==> config.mk <==
export PLATFORM = sky130hd
export DESIGN_NAME = weighted_sum_sequencer
export DESIGN_NICKNAME = d
export VERILOG_FILES = /design/src/rtl/weighted_sum_sequencer.sv
export SDC_FILE = /design/constraint.sdc
export NUM_CORES = 1
export LEC_CHECK = 0
export ABC_AREA = 0
export BUFFER_PORTS_ARGS = -buffer_cell sky130_fd_sc_hd__buf_4
export CAP_MARGIN = 20
export CORE_MARGIN = 4
export CORE_UTILIZATION = 40
export DETAILED_ROUTE_END_ITERATION = 6
export MAX_ROUTING_LAYER = met4
export PLACE_DENSITY_LB_ADDON = 0.08
export SLEW_MARGIN = 5
export SYNTH_ARGS = -nofsm -noshare
export SYNTH_HDL_FRONTEND = slang
export SYNTH_SLANG_ARGS = --single-unit
export TNS_END_PERCENT = 30
==> constraint.sdc <==
create_clock -name clk -period 4.05 [get_ports clk]
set_clock_uncertainty 0.1 [all_clocks]
set_input_delay 0.6075 -clock clk [delete_from_list [all_inputs] [get_ports clk]]
set_output_delay 0.6075 -clock clk [all_outputs]
set_load 0.05 [all_outputs]
==> src/rtl/weighted_sum_sequencer.sv <==
`default_nettype none
// weighted_sum_sequencer: issues N data/weight pairs to a pipelined multiplier and accumulates the
// returned products. Define SEQ_SATURATE_EN to clamp the sum on overflow instead of wrapping.
module weighted_sum_sequencer #(
  parameter int N       = 4,
  parameter int DW      = 13,
  parameter int ACC_W   = 13,
  parameter int MAC_LAT = 2
) (
  input  logic                clk,
  input  logic                rest,
  input  logic                start,
  input  logic [N*DW-1:0]     data_in,
  input  logic [N*DW-1:0]     wght_in,
  output logic                busy,
  output logic                mac_issue,
  output logic [DW-1:0]       mac_a,
  output logic [DW-1:0]       mac_b,
  input  logic [2*DW-1:0]     mac_p,
  input  logic                mac_p_vld,
  output logic [ACC_W-1:0]    res,
  output logic                res_vld,
  input  logic                res_rdy,
  output logic                ovf
);

  localparam int CW = (N < 2) ? 1 : $clog2(N + 1);
  localparam int SW = ACC_W + 2 * DW + 1;

  if (N < 1 || MAC_LAT < 1) begin : g_param_check
    $error("weighted_sum_sequencer: N and MAC_LAT must both be at least 1");
  end

  typedef enum logic [1:0] {
    IDLE  = 2'd0,
    ISSUE = 2'd1,
    DRAIN = 2'd2,
    HOLD  = 2'd3
  } state_t;

  state_t            state, state_n;
  logic [N*DW-1:0]   d_lat, d_lat_n;
  logic [N*DW-1:0]   w_lat, w_lat_n;
  logic [CW-1:0]     idx, idx_n;
  logic [CW-1:0]     rcv_cnt, rcv_n;
  logic [ACC_W-1:0]  acc, acc_n;
  logic              ovf_n;
  logic [ACC_W-1:0]  res_n;
  logic              res_vld_n;
  logic              busy_n;
  logic              issue_n;
  logic [DW-1:0]     a_n, b_n;
  logic [SW-1:0]     sum;
  logic [ACC_W-1:0]  acc_add;
  logic              ovf_add;
`ifdef SEQ_SATURATE_EN
  logic              clamp, clamp_n;
`endif

  always_comb begin
    state_n   = state;
    d_lat_n   = d_lat;
    w_lat_n   = w_lat;
    idx_n     = idx;
    rcv_n     = rcv_cnt;
    acc_n     = acc;
    ovf_n     = ovf;
    res_n     = res;
    res_vld_n = res_vld;
    issue_n   = 1'b0;
    a_n       = mac_a;
    b_n       = mac_b;
    // Full-width sum so any carry beyond ACC_W is visible as overflow.
    sum       = SW'(acc) + SW'(mac_p);
    acc_add   = sum[ACC_W-1:0];
    ovf_add   = |sum[SW-1:ACC_W];
`ifdef SEQ_SATURATE_EN
    clamp_n   = clamp;
    if (clamp || ovf_add) acc_add = '1;
`endif

    case (state)
      IDLE: begin
        if (start) begin
          d_lat_n = data_in;
          w_lat_n = wght_in;
          acc_n   = '0;
          rcv_n   = '0;
          ovf_n   = 1'b0;
          // Pair 0 goes out straight from the inputs so issue starts the cycle after start.
          issue_n = 1'b1;
          a_n     = data_in[DW-1:0];
          b_n     = wght_in[DW-1:0];
          idx_n   = CW'(1);
          state_n = ISSUE;
`ifdef SEQ_SATURATE_EN
          clamp_n = 1'b0;
`endif
        end
      end
      ISSUE, DRAIN: begin
        if (state == ISSUE) begin
          if (idx < CW'(N)) begin
            issue_n = 1'b1;
            a_n     = d_lat[int'(idx)*DW +: DW];
            b_n     = w_lat[int'(idx)*DW +: DW];
            idx_n   = idx + 1'b1;
          end else begin
            state_n = DRAIN;
          end
        end
        if (mac_p_vld) begin
          acc_n = acc_add;
          ovf_n = ovf | ovf_add;
          rcv_n = rcv_cnt + 1'b1;
`ifdef SEQ_SATURATE_EN
          clamp_n = clamp | ovf_add;
`endif
          if (rcv_cnt == CW'(N - 1)) begin
            res_n     = acc_add;
            res_vld_n = 1'b1;
            state_n   = HOLD;
          end
        end
      end
      HOLD: begin
        if (res_vld && res_rdy) begin
          res_vld_n = 1'b0;
          state_n   = IDLE;
        end
      end
      default: state_n = IDLE;
    endcase

    busy_n = (state_n != IDLE);
  end

  always_ff @(posedge clk or negedge rest) begin
    if (!rest) begin
      state     <= IDLE;
      d_lat     <= '0;
      w_lat     <= '0;
      idx       <= '0;
      rcv_cnt   <= '0;
      acc       <= '0;
      ovf       <= 1'b0;
      res       <= '0;
      res_vld   <= 1'b0;
      busy      <= 1'b0;
      mac_issue <= 1'b0;
      mac_a     <= '0;
      mac_b     <= '0;
`ifdef SEQ_SATURATE_EN
      clamp     <= 1'b0;
`endif
    end else begin
      state     <= state_n;
      d_lat     <= d_lat_n;
      w_lat     <= w_lat_n;
      idx       <= idx_n;
      rcv_cnt   <= rcv_n;
      acc       <= acc_n;
      ovf       <= ovf_n;
      res       <= res_n;
      res_vld   <= res_vld_n;
      busy      <= busy_n;
      mac_issue <= issue_n;
      mac_a     <= a_n;
      mac_b     <= b_n;
`ifdef SEQ_SATURATE_EN
      clamp     <= clamp_n;
`endif
    end
  end

endmodule
`default_nettype wire

# After elaboration in Yosys (flattened, before gate mapping)

Index checks and enable logic that the tools add are counted.

Register bits after elaboration: 168
Word-level logic and storage cells: 79

Add/sub/neg operators: 3
Multiply operators: 1
Magnitude comparators: 1
Equal/unequal tests: 10
Shift operators: 2
Mux-type cells: 36
Bitwise operators: 1
Reduce and logical (&&, ||, !) cells: 12

Operators by type and width:

| kind                                                                  | count |
|---|---|
| 13-bit 2-to-1 mux                                                     | 8 |
| 13-bit case mux with 2 select lines                                   | 3 |
| 52-bit by 32-bit variable part select with 13-bit output              | 1 |
| 52-bit by 8-bit variable part select with 13-bit output               | 1 |
| 13-bit by 26-bit adder with 27-bit output                             | 1 |
| 27-bit OR reduction                                                   | 1 |
| 3-bit 2-to-1 mux                                                      | 5 |
| 2-bit 2-to-1 mux                                                      | 6 |
| 2-bit != test, second input constant                                  | 6 |
| 3-bit case mux with 2 select lines                                    | 2 |
| 1-bit 2-to-1 mux                                                      | 8 |
| 4-bit AND reduction                                                   | 2 |
| 3-bit by 4-bit multiplier with 7-bit output, second input constant    | 1 |
| 3-bit by 1-bit adder with 3-bit output, second input constant         | 2 |
| 1-bit case mux with 2 select lines                                    | 3 |
| 2-bit case mux with 3 select lines                                    | 1 |
| 3-bit AND reduction                                                   | 2 |
| 2-bit nonzero test                                                    | 3 |
| 2-bit equality test, second input constant                            | 2 |
| 3-bit by 2-bit equality test with 1-bit output, second input constant | 1 |
| 3-bit less-than comparator, second input constant                     | 1 |
| 2-bit by 1-bit equality test with 1-bit output, second input constant | 1 |
| 2-bit zero test                                                       | 1 |
| 2-bit AND reduction                                                   | 1 |
| 3 further kinds                                                       | 3 |

# Logic depth before layout (Yosys ltp)

Depth after elaboration: 7
Mapped depth: 10
Mapped depth without buffers: 10

# Worst setup path after synthesis

Ideal clock, no wire load.

Kind: input-to-reg
Start point: in mac_p[0]
End point: reg ovf
Library setup time: 0.132 ns
Arrival: 2.502 ns
Data required time: 3.818 ns
Path slack: 1.316 ns
Stages: 10
Buffers on the path: 0
Cell sequence: ha_1 > inv_1 > fa_1 > nand2b_1 > a21oi_2 > o2111a_1 > a21oi_1 > o41ai_1 > and4bb_1 > a21oi_1

Cells in the longest elaborated chain, start to end: 5

RTL lines:

| item                                      | line | text |
|---|---|---|
| start: declaration                        | 19   | `input logic [2*DW-1:0] mac_p,` |
| 13-bit by 26-bit adder with 27-bit output | 74   | `sum = SW'(acc) + SW'(mac_p);` |
| 27-bit OR reduction                       | 76   | `ovf_add = \|sum[SW-1:ACC_W];` |
| 1-bit bitwise OR                          | 114  | `ovf_n = ovf \| ovf_add;` |
| 1-bit 2-to-1 mux                          | 112  | `if (mac_p_vld) begin` |
| 1-bit case mux with 2 select lines        | 82   | `case (state)` |
| end signal: assignment                    | 163  | `ovf <= ovf_n;` |
| end: declaration                          | 24   | `output logic ovf` |

Every way passes these cells. The select of a mux whose other input is x is not followed.
A chain may end at the register's enable or synchronous reset.

# Worst setup path in the final report

Start point: reg acc[0]
End point: reg ovf

Cells in the longest elaborated chain, start to end: 5

RTL lines:

| item                                      | line | text |
|---|---|---|
| start: declaration                        | 46   | `logic [ACC_W-1:0] acc, acc_n;` |
| start signal: assignment                  | 162  | `acc <= acc_n;` |
| 13-bit by 26-bit adder with 27-bit output | 74   |  |
| 27-bit OR reduction                       | 76   |  |
| 1-bit bitwise OR                          | 114  |  |
| 1-bit 2-to-1 mux                          | 112  |  |
| 1-bit case mux with 2 select lines        | 82   |  |

Every way passes these cells. The select of a mux whose other input is x is not followed.

==> impl_metrics.tcl <==
set metrics [dict create \
    cp-endpoint "ovf$_DFFE_PN0P_" \
    maxSlewHeadroom_pct 36.52 \
    worstPathRequired_ns 4.24 \
    reg2reg_depth 10 \
    cts.hold.buffers_added 0 \
    root_buffer "clkbuf_16" \
    final_cell_mix "182 x buf_4, 167 x dfrtp_1, 107 x mux2_2" \
    antenna_found_initial 0 \
    power_density_nw_per_um2 846.2 \
    tns_ns 0 \
    setup_viol 0 \
    power_mw 8.979 \
    max_cap_violations 0 \
    final_core_util_pct 51.78 \
    crit_start "acc[0]$_DFFE_PN0P_" \
    period_share_pct 69.42 \
    clkLatencyLatePin_ns 0.42 \
    wl_per_cell_um 18.34 \
    path_clk_slew_ns 0.07 \
    synth_ff_type "dfrtp_1" \
    crit_cells 10 \
    tightest_slew_ns 0.9521 \
    cp_num_buf_inv 1 \
    coreArea_sq_um 20490 \
    gp_congestion 0.8496 \
    drv_slew 0 \
    switching_power_mw 3.623 \
    pwr-share-comb_pct 49.4 \
    overflow 0 \
    rsz0062_at_grt "no" \
    hpwl_mm 14.83 \
    firstDrtPassIters 6 \
    grt.total_usage_pct 18.35 \
    dieHeight_um 153.5 \
    critPathCaptureType "register" \
    ios 178 \
    synth_cell_types 65 \
    period_needed_ns 2.811 \
    clkPwrFrac_pct 17.1 \
    ctsLongestPathBuffers 2 \
    wirelength_mm 20.89 \
    cts_repair_resize_count 0 \
    drc 0 \
    grt_pass1_wl_mm 33.58 \
    yosysTopAreaCell "dfrtp_1" \
    syn_to_final_growth_pct 25.35 \
    syn_area_sq_um 8466 \
    p_sw_share_pct 40.34 \
    async_flop_share_pct 100.0 \
    fillers 1804 \
    cpPeakStageDelay_ns 0.39 \
    die_w_um 153.5 \
    yosys_warnings 0 \
    p_leak_nw 4.805 \
    critical_path_class "register to register" \
    dr_total_vias 6014 \
    htreeDepth 4 \
    ir_worst_vdd_v 0.0003933 \
    final_layout_size_suffix_gt1_share_pct 43.15 \
    r2r_start "acc[0]$_DFFE_PN0P_" \
    post_cts.repair.setup_buffers 0 \
    yosys.area.top_type_share_pct 49.66 \
    syn_area_per_cell_sq_um 12.23 \
    status "finished, final reports clean" \
    synth_edf_count 0 \
    crit_fanout 6 \
    die_area_sq_um 23560 \
    p_seq_share_pct 33.6 \
    synthCells 692 \
    antenna_cells 0 \
    p_int_mw 5.357 \
    ys_ff_latch 168 \
    initial_core_util_pct 41.31 \
    cts_buffers 17 \
    worstReg2RegEnd "ovf$_DFFE_PN0P_" \
    ant_nets 0 \
    drt-initial-drc-count 214 \
    reg2reg_setup_slack_ns 1.24 \
    arrival_ns 3.01 \
    finalHoldViolCount 0 \
    max_freq_ghz 0.3557 \
    cts.sinks 168 \
    hold_class "input pin to async pin" \
    crit_path_start_kind "register" \
    final_common_cell "buf_4" \
    final_nets 1012 \
    grt_pass1_vias 6319 \
    grt_max_degree 87 \
    crit_family "compound AO/OA/AOI/OAI gates" \
    syn_nets 848 \
    synth.top_cells.by_area "dfrtp_1 50%, mux2_2 14%, mux4_2 6.9%" \
    numPortBuffers 177 \
    vias_per_cell 5.280 \
    critical_path.cell_chain "ha_1 > inv_1 > fa_1 > nand2b_1 > a21oi_2 > o2111ai_1 > a211oi_1 > xor2_1 > a221oi_1 > a21oi_1" \
    slowest_stage "fa_1" \
    cts_tree "done" \
    rows 52 \
    seq_area_frac_synth_pct 49.66 \
]
## synth_stat cells, types with 3 or more instances
cell type and instances:
dfrtp_1 168, mux2_2 107, nand2_1 88, o21ai_0 44, mux2i_1 27, mux4_2 26, clkbuf_1 23, nor2_1 22
ha_1 20, a21oi_1 16, inv_1 10, a22o_1 9, nand3_1 9, nand4_1 9, buf_2 8, o21a_1 7
nor3_1 6, xnor2_1 6, xor2_1 6, buf_1 5, o211ai_1 5, and3_1 4, nand2b_1 4, a211oi_1 3
a21o_1 3, buf_6 3, o31ai_1 3, or2_2 3
## area by class of cell
class,instances,area (sq um),area share (%)
Timing Repair Buffer,186,1445,13.62
Tap cell,270,337.8,3.184
Inverter,10,37.54,0.3537
Sequential cell,168,4205,39.63
Clock inverter,14,117.6,1.108
Multi-Input combinational cell,473,4029,37.97
Clock buffer,18,439.2,4.139
## power by group through the flow
| stage | Clock (mW) | Combinational (mW) | Sequential, mW |
|---|---|---|---|
| global placement | 0 | 4.31 | 3.06 |
| finish | 1.53 | 4.43 | 3.01 |
| global route | 1.64 | 4.83 | 3.11 |
| floorplan | 0 | 2.73 | 3.56 |
| CTS | 1.58 | 4.40 | 3.09 |
| detailed placement | 0 | 4.40 | 3.11 |
## cell families after synthesis
| logic type | share of synthesized area [%] |
|---|---|
| flops | 49.66 |
| mux | 24.34 |
| simple gates | 8.602 |
| compound gates | 10.08 |
| buf+inv | 2.882 |
| fa+ha+maj | 3.192 |
| xor+xnor | 1.241 |
## metal layers
metal	share of wire (%)	global-route usage [%]
met1	41	21.95
met4	0.87	4.710
met2	52	31.17
met3	5.8	4.637
met5	0	-
## worst min-delay path by stage
stage,end,cells past startpoint,start,slack (ns)
2_1_floorplan,acc[0]$_DFFE_PN0P_,0,rest,0.21
3_3_place_gp,rcv_cnt[2]$_DFFE_PN0P_,2,rcv_cnt[2]$_DFFE_PN0P_,0.35
3_5_place_dp,acc[2]$_DFFE_PN0P_,2,acc[2]$_DFFE_PN0P_,0.36
4_1_cts,res[10]$_DFFE_PN0P_,1,rest,0.18
5_1_grt,mac_a[4]$_DFFE_PN0P_,1,rest,0.20
6_report,mac_a[4]$_DFFE_PN0P_,1,rest,0.12
## metrics by stage
step / hold slack (ns) / cells / setup slack, ns / area (sq um)
floorplan: 0.2119 / 692 / 1.316 / 8466
global placement: 0.3489 / 1105 / 1.003 / 10010
CTS: 0.1766 / 1137 / 1.224 / 10560
detailed placement: 0.3609 / 1105 / 0.9003 / 10010
global route: 0.2034 / 1139 / 0.9817 / 10610
finish: 0.1232 / 1139 / 1.239 / 10610
## registers in the layout (all words and copies together), names as in the netlist
register   flops
idx            3
res           13
busy           1
ovf            1
rcv_cnt        3
acc           13
res_vld        1
mac_b         13
mac_a         13
state          2
mac_issue      1
d_lat         52
w_lat         52
Power figures use the tool's default switching activity.
